**src/rtl/alu_bist_ctrl.sv**
```systemverilog
// rtl/alu_bist_ctrl.sv - BIST initiator that sweeps all 16 ALU opcodes and checks results against a golden model
module alu_bist_ctrl #(
   parameter int WIDTH   = 16,
   parameter int ALU_LAT = 1
) (
   input  logic             CLK,
   input  logic             RST,
   input  logic             START,
   input  logic [WIDTH-1:0] A_SEED,
   input  logic [WIDTH-1:0] B_SEED,
   output logic [WIDTH-1:0] ALU_A,
   output logic [WIDTH-1:0] ALU_B,
   output logic [3:0]       ALU_FUN,
   input  logic [WIDTH-1:0] ALU_OUT,
   input  logic             Arith_Flag,
   input  logic             Logic_Flag,
   input  logic             CMP_Flag,
   input  logic             Shift_Flag,
   output logic             BUSY,
   output logic             DONE,
   output logic             PASS,
   output logic [4:0]       FAIL_CNT,
   output logic [3:0]       FIRST_FAIL_FUN
);

   localparam int CW = (ALU_LAT > 1) ? $clog2(ALU_LAT) : 1;
   localparam logic [CW-1:0] LAT_M1 = CW'(ALU_LAT - 1);

   typedef enum logic [1:0] {
      S_IDLE  = 2'd0,
      S_DRIVE = 2'd1,
      S_WAIT  = 2'd2,
      S_FIN   = 2'd3
   } state_t;

   state_t           r_state;
   logic [CW-1:0]    r_wait;
   logic [WIDTH-1:0] r_seed_a;
   logic [WIDTH-1:0] r_seed_b;
   logic [WIDTH-1:0] r_alu_a;
   logic [WIDTH-1:0] r_alu_b;
   logic [3:0]       r_alu_fun;
   logic             r_busy;
   logic             r_done;
   logic             r_pass;
   logic [4:0]       r_fail_cnt;
   logic [3:0]       r_first_fail;

   logic [WIDTH-1:0] w_exp_res;
   logic [3:0]       w_exp_flg;
   logic [3:0]       w_act_flg;
   logic             w_mismatch;
   logic [3:0]       w_fun_nxt;
   logic [WIDTH-1:0] w_b_nxt;

   // Golden model evaluated on the operands currently held on the ALU inputs.
   always_comb begin
      w_exp_res = '0;
      w_exp_flg = 4'b0000;
      unique case (r_alu_fun)
         4'h0: begin w_exp_res = r_alu_a + r_alu_b;     w_exp_flg = 4'b1000; end
         4'h1: begin w_exp_res = r_alu_a - r_alu_b;     w_exp_flg = 4'b1000; end
         4'h2: begin w_exp_res = r_alu_a * r_alu_b;     w_exp_flg = 4'b1000; end
         4'h3: begin w_exp_res = r_alu_a / r_alu_b;     w_exp_flg = 4'b1000; end
         4'h4: begin w_exp_res = r_alu_a & r_alu_b;     w_exp_flg = 4'b0100; end
         4'h5: begin w_exp_res = r_alu_a | r_alu_b;     w_exp_flg = 4'b0100; end
         4'h6: begin w_exp_res = ~(r_alu_a & r_alu_b);  w_exp_flg = 4'b0100; end
         4'h7: begin w_exp_res = ~(r_alu_a | r_alu_b);  w_exp_flg = 4'b0100; end
         4'h8: begin w_exp_res = r_alu_a ^ r_alu_b;     w_exp_flg = 4'b0100; end
         4'h9: begin w_exp_res = ~(r_alu_a ^ r_alu_b);  w_exp_flg = 4'b0100; end
         4'hA: begin
            w_exp_res = (r_alu_a == r_alu_b) ? WIDTH'(1) : '0;
            w_exp_flg = 4'b0010;
         end
         4'hB: begin
            w_exp_res = (r_alu_a > r_alu_b) ? WIDTH'(2) : '0;
            w_exp_flg = 4'b0010;
         end
         4'hC: begin
            w_exp_res = (r_alu_a < r_alu_b) ? WIDTH'(3) : '0;
            w_exp_flg = 4'b0010;
         end
         4'hD: begin w_exp_res = r_alu_a >> 1;          w_exp_flg = 4'b0001; end
         4'hE: begin w_exp_res = r_alu_a << 1;          w_exp_flg = 4'b0001; end
         default: begin
            w_exp_res = '0;
            w_exp_flg = 4'b0000;
         end
      endcase
   end

   assign w_act_flg  = {Arith_Flag, Logic_Flag, CMP_Flag, Shift_Flag};
   assign w_mismatch = (ALU_OUT != w_exp_res) || (w_act_flg != w_exp_flg);
   assign w_fun_nxt  = r_alu_fun + 4'd1;
   // Divide by zero is avoided by substituting 1 for the divisor on the DIV opcode only.
   assign w_b_nxt    = ((w_fun_nxt == 4'h3) && (r_seed_b == '0)) ? WIDTH'(1) : r_seed_b;

   always_ff @(posedge CLK or negedge RST) begin
      if (!RST) begin
         r_state      <= S_IDLE;
         r_wait       <= '0;
         r_seed_a     <= '0;
         r_seed_b     <= '0;
         r_alu_a      <= '0;
         r_alu_b      <= '0;
         r_alu_fun    <= 4'hF;
         r_busy       <= 1'b0;
         r_done       <= 1'b0;
         r_pass       <= 1'b0;
         r_fail_cnt   <= '0;
         r_first_fail <= '0;
      end else begin
         r_done <= 1'b0;
         unique case (r_state)
            S_IDLE: begin
               r_alu_fun <= 4'hF;
               if (START) begin
                  r_seed_a     <= A_SEED;
                  r_seed_b     <= B_SEED;
                  r_alu_a      <= A_SEED;
                  r_alu_b      <= B_SEED;
                  r_alu_fun    <= 4'h0;
                  r_fail_cnt   <= '0;
                  r_first_fail <= '0;
                  r_pass       <= 1'b0;
                  r_busy       <= 1'b1;
                  r_state      <= S_DRIVE;
               end
            end
            S_DRIVE: begin
               r_wait  <= LAT_M1;
               r_state <= S_WAIT;
            end
            S_WAIT: begin
               if (r_wait == '0) begin
                  if (w_mismatch) begin
                     r_fail_cnt <= r_fail_cnt + 5'd1;
                     if (r_fail_cnt == '0) begin
                        r_first_fail <= r_alu_fun;
                     end
                  end
                  if (r_alu_fun == 4'hF) begin
                     r_state <= S_FIN;
                  end else begin
                     r_alu_fun <= w_fun_nxt;
                     r_alu_a   <= r_seed_a;
                     r_alu_b   <= w_b_nxt;
                     r_state   <= S_DRIVE;
                  end
               end else begin
                  r_wait <= r_wait - 1'b1;
               end
            end
            S_FIN: begin
               r_done    <= 1'b1;
               r_busy    <= 1'b0;
               r_pass    <= (r_fail_cnt == '0);
               r_alu_fun <= 4'hF;
               r_state   <= S_IDLE;
            end
            default: r_state <= S_IDLE;
         endcase
      end
   end

   assign ALU_A          = r_alu_a;
   assign ALU_B          = r_alu_b;
   assign ALU_FUN        = r_alu_fun;
   assign BUSY           = r_busy;
   assign DONE           = r_done;
   assign PASS           = r_pass;
   assign FAIL_CNT       = r_fail_cnt;
   assign FIRST_FAIL_FUN = r_first_fail;

endmodule

```
**config.mk**
```make
export PLATFORM = sky130hd
export DESIGN_NAME = alu_bist_ctrl
export DESIGN_NICKNAME = d
export VERILOG_FILES = /design/src/rtl/alu_bist_ctrl.sv
export SDC_FILE = /design/constraint.sdc
export NUM_CORES = 1
export LEC_CHECK = 0
export CORE_MARGIN = 2
export CORE_UTILIZATION = 35
export CTS_CLUSTER_SIZE = 28
export DETAILED_ROUTE_END_ITERATION = 10
export HOLD_SLACK_MARGIN = 0.02
export PLACE_DENSITY = 0.57
export SETUP_SLACK_MARGIN = 0.2
export SKIP_LAST_GASP = 1
export SLEW_MARGIN = 20
export SYNTH_ARGS = -nofsm -noshare
export SYNTH_HDL_FRONTEND = slang
export SYNTH_SLANG_ARGS = --single-unit
```
**constraint.sdc**
```tcl
create_clock -name CLK -period 83 [get_ports CLK]
set_clock_uncertainty 0.1 [all_clocks]
set_input_delay 16.6 -clock CLK [delete_from_list [all_inputs] [get_ports CLK]]
set_output_delay 16.6 -clock CLK [all_outputs]
set_load 0.02 [all_outputs]
```
==> impl_metrics.yaml, run 1 <==
job:
  max-cap-violations: 0
floorplan:
  die_width_um: 229
  io_pins: 103
  floorplan.rows: 82
  fp.dieH_um: 229
  core-area_um2: 50100
  dieArea_um2: 52400
  start_util_pct: 35.4
logic_synthesis:
  postSynthAreaPerCell_um2: 7.79
  synth_cell_types: 100
  synth-main-ff-cell: "dfrtp_1"
  synth_top_area_share_pct: 17.1
  post_synth_arst_share_pct: 100
  synthMostInstantiatedCell: "nor2_1"
  post_synth_instance_area_um2: 17700
  post_synth_most_frequent_cells: "nor2_1 (263), ha_1 (242), nand2_1 (205), inv_1 (193), a21oi_1 (125)"
  synth.ff_latch_count: 82
  synth_area_leaders: "ha_1 (17%), dfrtp_1 (11%), fa_1 (9.3%)"
  synth_seq_area_share_pct: 11.6
  ys_warn_count: 0
  postSynthCellCount: 2273
  synth_enable_flop_cells: 0
  synth.largest_area_cell: "ha_1"
  mappedNetlistNets: 2652
detailed_routing:
  detail_route.iter0.violations: 1610
  wire_per_inst_um: 22.7
  route.detailed.vias_per_inst: 5.88
  drt.antenna.violating_nets: 0
  num_vias: 17650
  detailedRoute.firstPassIterationCount: 6
  number_of_remaining_drc_errors: 0
  total_wirelength_of_the_detailed_routed_design_mm: 68.2
place:
  dp_hpwl_mm: 52.1
  post_place_cell_area_um2: 19500
  finalWeightedCongestion: 1.02
  preCtsSetupSlack_ps: 49720
  io_buffers: 102
layout:
  final_nets: 2702
  sequential_cell_area_um2: 2060
  count_of_filler_cells_inserted_in_the_layout: 5204
  layout.cell_area.non_filler_um2: 19800
  drive_gt1_share_pct: 8.38
  multi_input_comb_area_um2: 14500
  syn_to_final_growth_pct: 12.0
worst_setup_path:
  crit_path_top_delay_cell: "a221o_1"
  critical_path.max_fanout: 25
  critical_path_class: "reg2reg"
  worstPathRequired_ps: 83160
  crit_arrival_ps: 34100
  critical_path.startpoint_type: "flip-flop"
  critical_path.most_common_cell: "ha_1"
  crit_path_end_kind: "flip-flop"
  cp_slowest_stage_delay_ps: 840
  ff2ff_path_depth: 120
grt:
  gr-total-overflow: 0
  grt_first_pass_wirelength_mm: 103
  maximum_number_of_pins_on_one_net_before_global_route_repair: 65
  antenna_violations_before_repair: 1
  grtUsageTotal_pct: 25.4
  grt_pass1_vias: 17139
clock_network:
  clk_root_buffer_cell: "clkbuf_16"
  cts_tree: "built"
  h_tree_depth_reported_by_cts: 3
  cts_setup_buffers: 0
  cts.sink_count: 82
  clk_lat_worst_skew_ps: 330
  clk_pin_slew_worst_paths_ps: 60
  holdBufCountCts: 0
  cts_max_path_buffers: 2
  numCtsBuffers: 9
  cts-resized-gates: 0
sta:
  slew_headroom_pct: 29.3
  fin_tns_setup_ps: 0
  finalWorstPathRequiredPeriod_ps: 33940
  period_share_pct: 40.9
  fmaxAchievable_mhz: 29.5
  timing.final.setup_violations: 0
  finalWorstSetupSlack_ps: 49060
  timing_hold_violations_final: 0
  holdWs_ps: 390
  transition_time_at_the_pin_with_the_least_slew_margin_ps: 1060
  timing_max_transition_violations_final: 0
  unrepaired_setup_endpoints_after_global_routing: "no"
min_path:
  hold-path-cell-count: 1
  holdCritPathClass: "reg2reg"
status:
  run_status: "completed"
==> cell usage in the layout, fill, tap and decap left out, types with 12 or more instances in the layout <==
cell               n
ha_1             242
a21o_1            37
nor3_1            54
clkinv_1          12
a221oi_1          14
nor2b_1           18
o21bai_1          13
o21a_1            41
fa_1              82
nor2_1           262
a31oi_1           52
mux2_2            71
nor4_1            15
o21ai_0           82
mux2i_1           40
xor2_1            39
xnor2_1           82
dfrtp_1           78
a211oi_1          22
nand3_1           46
nand2b_1          17
clkdlybuf4s50_1  101
buf_4             45
o211ai_1          27
nand2_1          205
o31ai_1           19
o22ai_1           16
inv_1            193
or3_1             14
or2_2             13
a21oi_1          125
nand4_1           16
==> sequential cells by signal, indices dropped and copies added (netlist names) <==
name            count
DONE                1
r_state             2
BUSY                1
ALU_A              16
FIRST_FAIL_FUN      4
FAIL_CNT            5
PASS                1
ALU_B              16
r_seed_a           16
r_seed_b           16
ALU_FUN             4
==> layer usage <==
layer / track usage, % / wire (um)
met2: 39.9 / 29900
met4: 12.4 / 3860
met5: 0 / 0
met1: 34.3 / 29400
met3: 3.28 / 4990
==> logic make-up (layout without fill, tap and decap cells) <==
logic type	count (synthesis)	in the layout	share of synthesized area, %
flops	82	82	11.6
mux	112	112	6.90
buf+inv	314	368	6.78
fa+ha+maj	324	324	26.4
other cells	0	1	0
xor+xnor	122	122	6.11
compound gates	582	582	22.8
simple gates	737	737	19.5
==> worst max-delay path, delay by kind of cell, from the launching register on <==
family	cells	cell delay (ps)
muxes	4	1350
and+or+nand+nor	25	7480
DFF	1	560
AOI/OAI and AO/OA	73	18880
buffers and inverters	2	380
adders and majority gates	15	4870
xor gates and xnor gates	1	190
==> cell type report <==
type	instances	share of cell area, %
multi-input cells	1877	73.1
diodes	1	0.0126
flip-flops and latches	82	10.4
inverters	206	3.90
clock buffers	11	1.27
clock inverters	4	0.259
repair buffers	147	6.90
well taps	672	4.24
==> metrics by stage <==
step	std cells	utilization (%)
after floorplan	2273	-
after global placement	2983	39.0
after detailed placement	2983	39.0
after CTS	2998	39.6
after global routing	2999	39.6
final	3000	39.6
==> worst paths after layout <==
kind | end | startpoint | slack [ps]
max in group asynchronous | r_seed_b[11]$_DFFE_PN0P_ | RST | 65690
min reg2reg | BUSY$_DFFE_PN0P_ | BUSY$_DFFE_PN0P_ | 390
max reg2reg | FAIL_CNT[3]$_DFFE_PN0P_ | ALU_B[11]$_DFFE_PN0P_ | 49060
min in group asynchronous | r_seed_a[14]$_DFFE_PN0P_ | RST | 16070
max | FAIL_CNT[3]$_DFFE_PN0P_ | ALU_B[11]$_DFFE_PN0P_ | 49060
min | BUSY$_DFFE_PN0P_ | BUSY$_DFFE_PN0P_ | 390
Power of run 1 is not shown: default switching activity piles up to over one toggle a cycle in this logic, so the estimate is an artifact.
==> inputs of run 2 (changes only) <==
==> constraint.sdc (replaced) <==
create_clock -name CLK -period 35.1 [get_ports CLK]
set_clock_uncertainty 0.1 [all_clocks]
set_input_delay 7.02 -clock CLK [delete_from_list [all_inputs] [get_ports CLK]]
set_output_delay 7.02 -clock CLK [all_outputs]
set_load 0.02 [all_outputs]
==> run 2 against run 1 <==
  * Register-to-register slack worse by 47000 ps
  * Critical path depth up 2
  * Sequential cell count did not move
  * Count of clock-buffer cells in the layout down 1
  * Setup slack worse by 47000 ps
  * Critical endpoint unchanged
  * Largest cell class unchanged
==> impl_metrics.yaml, run 2 (synthesis results as in run 1) <==
worst_setup_path:
  critical_path.most_common_cell: "ha_1"
  reg_to_reg_end: "FAIL_CNT[3]$_DFFE_PN0P_"
  ff2ff_path_depth: 122
  crit_path_end_kind: "flip-flop"
  critical_path.startpoint_type: "flip-flop"
  crit_path_top_delay_cell: "a2111o_1"
  cp-startpoint: "ALU_B[11]$_DFFE_PN0P_"
  critical_path.max_fanout: 20
  reg2reg_setup_slack_ps: 2380
  cp_slowest_stage_delay_ps: 700
  crit_end: "FAIL_CNT[3]$_DFFE_PN0P_"
  crit_arrival_ps: 32820
  critical_path_class: "reg2reg"
  worstPathRequired_ps: 35200
  r2r_start: "ALU_B[11]$_DFFE_PN0P_"
place:
  io_buffers: 102
  finalWeightedCongestion: 0.996
  post_place_cell_area_um2: 19500
  dp_hpwl_mm: 51.6
  preCtsSetupSlack_ps: 2060
layout:
  antenna_cells_inserted: 0
  count_of_filler_cells_inserted_in_the_layout: 5302
  final_common_cell: "nor2_1"
  syn_to_final_growth_pct: 12.3
  layout.cell_area.non_filler_um2: 19900
  drive_gt1_share_pct: 8.83
  post-route-util_pct: 39.7
  final_nets: 2706
  final_cell_mix: "nor2_1 (261), ha_1 (242), nand2_1 (205)"
min_path:
  holdCritPathClass: "reg2reg"
  hold-path-cell-count: 1
detailed_routing:
  number_of_remaining_drc_errors: 0
  route.detailed.vias_per_inst: 5.85
  detail_route.iter0.violations: 1592
  wire_per_inst_um: 22.6
  drt.antenna.violating_nets: 0
  num_vias: 17563
  detailedRoute.firstPassIterationCount: 6
  total_wirelength_of_the_detailed_routed_design_mm: 67.8
grt:
  maximum_number_of_pins_on_one_net_before_global_route_repair: 71
  gr-total-overflow: 0
  grt_first_pass_wirelength_mm: 103
  antenna_violations_before_repair: 0
  grtUsageTotal_pct: 25.2
  grt_pass1_vias: 17067
floorplan:
  dieArea_um2: 52400
  die_width_um: 229
  fp.dieH_um: 229
  start_util_pct: 35.4
  core-area_um2: 50100
  floorplan.rows: 82
  io_pins: 103
status:
  run_status: "completed"
sta:
  unrepaired_setup_endpoints_after_global_routing: "no"
  transition_time_at_the_pin_with_the_least_slew_margin_ps: 925
  timing_hold_violations_final: 0
  fmaxAchievable_mhz: 30.6
  timing.final.setup_violations: 0
  timing_max_transition_violations_final: 0
  finalWorstPathRequiredPeriod_ps: 32720
  finalWorstSetupSlack_ps: 2380
  fin_tns_setup_ps: 0
  period_share_pct: 93.2
  slew_headroom_pct: 37.5
clock_network:
  h_tree_depth_reported_by_cts: 3
  clk_root_buffer_cell: "clkbuf_16"
  holdBufCountCts: 0
  cts_tree: "built"
  cts.sink_count: 82
  clk_pin_slew_worst_paths_ps: 60
  clk_lat_worst_skew_ps: 340
  numCtsBuffers: 9
  cts_max_path_buffers: 2
job:
  max-cap-violations: 0
-- run 2: critical path, delay by kind of cell (launching register included) --
family	cells	cell delay [ps]
compound gates	71	17420
xor+xnor	2	320
fa+ha+maj	15	4620
buf+inv	2	330
flops	1	570
mux	4	1330
simple gates	28	7810
-- run 2: area by class of cell --
cell class,count,area [um^2],share of cell area [%]
clock inverters,6,63.8,0.321
well taps,672,841,4.23
multi-input cells,1877,14500,73.0
flip-flops and latches,82,2060,10.3
inverters,206,773,3.89
repair buffers,151,1400,7.03
clock buffers,10,239,1.20
-- run 2: metrics by stage --
stage / instances / hold WS, ps
after global placement: 2982 / 368
after global routing: 3004 / 394
after detailed placement: 2982 / 365
after CTS: 2998 / 388
after floorplan: 2273 / 381
final: 3004 / 386
-- run 2: routing by layer --
layer  up-vias  wire length [um]  track usage [%]
met3       131              5680             4.65
met5         -                 0                0
li1       8207                 -                -
met1      8467             29100             33.4
met4         0              3060             10.5
met2       758             30000             40.3
-- run 2: how the worst min path moves through the flow --
| stage | startpoint | endpoint | slack, ps |
|---|---|---|---|
| 5_1_grt | BUSY$_DFFE_PN0P_ | BUSY$_DFFE_PN0P_ | 390 |
| 3_3_place_gp | BUSY$_DFFE_PN0P_ | BUSY$_DFFE_PN0P_ | 370 |
| 2_1_floorplan | r_seed_a[15]$_DFFE_PN0P_ | r_seed_a[15]$_DFFE_PN0P_ | 380 |
| 3_5_place_dp | BUSY$_DFFE_PN0P_ | BUSY$_DFFE_PN0P_ | 360 |
| 4_1_cts | BUSY$_DFFE_PN0P_ | BUSY$_DFFE_PN0P_ | 390 |
| 6_report | BUSY$_DFFE_PN0P_ | BUSY$_DFFE_PN0P_ | 390 |
-- run 2: timing repair --
| item | in CTS | in global routing |
|---|---|---|
| setup endpoints to repair | 0 | 9 |
| gates resized for setup | 0 | 6 |
| buffers inserted | 0 | 5 |
Power of run 2 is left out for the same reason.
==> inputs of run 3 (changes only) <==
--- a/config.mk
+++ b/config.mk
@@ -9,6 +9,7 @@
 export CORE_UTILIZATION = 35
 export CTS_CLUSTER_SIZE = 28
 export DETAILED_ROUTE_END_ITERATION = 10
+export GPL_ROUTABILITY_DRIVEN = 0
 export HOLD_SLACK_MARGIN = 0.02
 export PLACE_DENSITY = 0.57
 export SETUP_SLACK_MARGIN = 0.2
==> run 3 against run 2 <==
  * Non-clock buffer count shrank 6
  * Via count grew 0.59%
  * Core utilization shrank 0.060 points
  * Sequential cell count is the same
  * Sequential share of layout area is essentially flat
  * First-iteration DRC count grew 0.19%
  * Fmax grew 1.2%
  * Die area is the same
  * Cell count shrank 0.20%
  * Global-route usage shrank 0.081 points
  * Routed wire length shrank 1.1%
  * Worst hold slack gained 5.5 ps
  * Critical endpoint unchanged
  * Highest routed layer unchanged
==> impl_metrics.yaml, run 3 (synthesis results as in run 1) <==
floorplan:
  io_pins: 103
  fp.dieH_um: 229
  floorplan.rows: 82
  dieArea_um2: 52400
  die_width_um: 229
  start_util_pct: 35.4
  core-area_um2: 50100
worst_setup_path:
  critical_path.most_common_cell: "ha_1"
  critical_path_class: "reg2reg"
  crit_arrival_ps: 32430
  crit_path_top_delay_cell: "a221o_1"
  crit_path_end_kind: "flip-flop"
  cp_slowest_stage_delay_ps: 850
  worstPathRequired_ps: 35200
  critical_path.max_fanout: 25
  critical_path.startpoint_type: "flip-flop"
min_path:
  holdCritPathClass: "reg2reg"
layout:
  final_nets: 2700
  layout.cell_area.non_filler_um2: 19900
  drive_gt1_share_pct: 8.60
  fin_cells: 2998
  final_common_cell: "nor2_1"
  final_cell_mix: "nor2_1 (261), ha_1 (242), nand2_1 (205)"
  antenna_cells_inserted: 0
  syn_to_final_growth_pct: 12.1
clock_network:
  numCtsBuffers: 9
  cts_max_path_buffers: 2
  cts.sink_count: 82
  clk_root_buffer_cell: "clkbuf_16"
  clk_lat_worst_skew_ps: 330
  h_tree_depth_reported_by_cts: 3
  clk_pin_slew_worst_paths_ps: 60
  cts_tree: "built"
sta:
  timing.final.setup_violations: 0
  finalWorstPathRequiredPeriod_ps: 32330
  timing_hold_violations_final: 0
  slew_headroom_pct: 35.9
  unrepaired_setup_endpoints_after_global_routing: "no"
  transition_time_at_the_pin_with_the_least_slew_margin_ps: 961
  period_share_pct: 92.1
  holdWs_ps: 391
  fmaxAchievable_mhz: 30.9
  timing_max_transition_violations_final: 0
  fin_tns_setup_ps: 0
detailed_routing:
  total_wirelength_of_the_detailed_routed_design_mm: 67.1
  number_of_remaining_drc_errors: 0
  drt.antenna.violating_nets: 0
  detailedRoute.firstPassIterationCount: 6
  wire_per_inst_um: 22.4
  route.detailed.vias_per_inst: 5.89
  num_vias: 17666
  detail_route.iter0.violations: 1595
status:
  run_status: "completed"
grt:
  grt_pass1_vias: 17307
  antenna_violations_before_repair: 0
  grt_first_pass_wirelength_mm: 104
  grtUsageTotal_pct: 25.2
  gr-total-overflow: 0
  maximum_number_of_pins_on_one_net_before_global_route_repair: 83
place:
  place_inst: 2981
  dp_hpwl_mm: 50.8
  post_place_cell_area_um2: 19500
  io_buffers: 102
job:
  max-cap-violations: 0
[run 3: repair_timing]
action,4_1_cts,5_1_grt
resized for setup,0,8
buffers inserted,0,1
hold buffers,0,0
endpoints found under the setup margin,0,9
endpoints found under the hold margin,0,0
[run 3: critical path: cells and delay by family (launching register included)]
kind	cells	cell delay, ps
AO/OA/AOI/OAI	68	16560
XOR/XNOR	1	190
adder cells (fa/ha/maj)	15	4630
buffers and inverters	3	490
flip-flops	1	540
multiplexers	6	2280
AND/OR/NAND/NOR	26	7310
[run 3: stage by stage]
| stage | util, % | setup slack (ps) |
|---|---|---|
| after floorplan | - | 6610 |
| final | 39.7 | 2770 |
| after detailed placement | 39.0 | 2240 |
| after CTS | 39.6 | 2150 |
| after global placement | 38.9 | 3030 |
| after global routing | 39.7 | 281 |
[run 3: layout make-up]
type / instances / area (um^2)
fill: 5240 / 30200
multi-input combinational: 1877 / 14500
sequential: 82 / 2060
timing repair buffer: 145 / 1360
tap: 672 / 841
inverter: 206 / 773
clock buffer: 11 / 243
clock inverter: 5 / 61.3
[run 3: final timing paths]
| check | from | to | slack (ps) | cells after the start |
|---|---|---|---|---|
| worst min-delay path | BUSY$_DFFE_PN0P_ | BUSY$_DFFE_PN0P_ | 390 | 1 |
| worst max register to register | ALU_B[14]$_DFFE_PN0P_ | FAIL_CNT[3]$_DFFE_PN0P_ | 2770 | 119 |
| max in group asynchronous | RST | r_seed_b[13]$_DFFE_PN0P_ | 27750 | 1 |
| worst max-delay path | ALU_B[14]$_DFFE_PN0P_ | FAIL_CNT[3]$_DFFE_PN0P_ | 2770 | 119 |
| min in group asynchronous | RST | r_seed_a[15]$_DFFE_PN0P_ | 6630 | 1 |
| worst min register to register | BUSY$_DFFE_PN0P_ | BUSY$_DFFE_PN0P_ | 390 | 1 |
[run 3: routing by layer]
layer  share of wire (%)  wire [um]  vias up  GRT usage [%]
li1                    -          -     8191              -
met1                  42      28400     8530           33.5
met2                  44      29200      769           39.5
met3                 8.6       5760      176           4.22
met4                 5.6       3760        0           12.1
met5                   0          0        -              0
Power of run 3 is left out for the same reason.
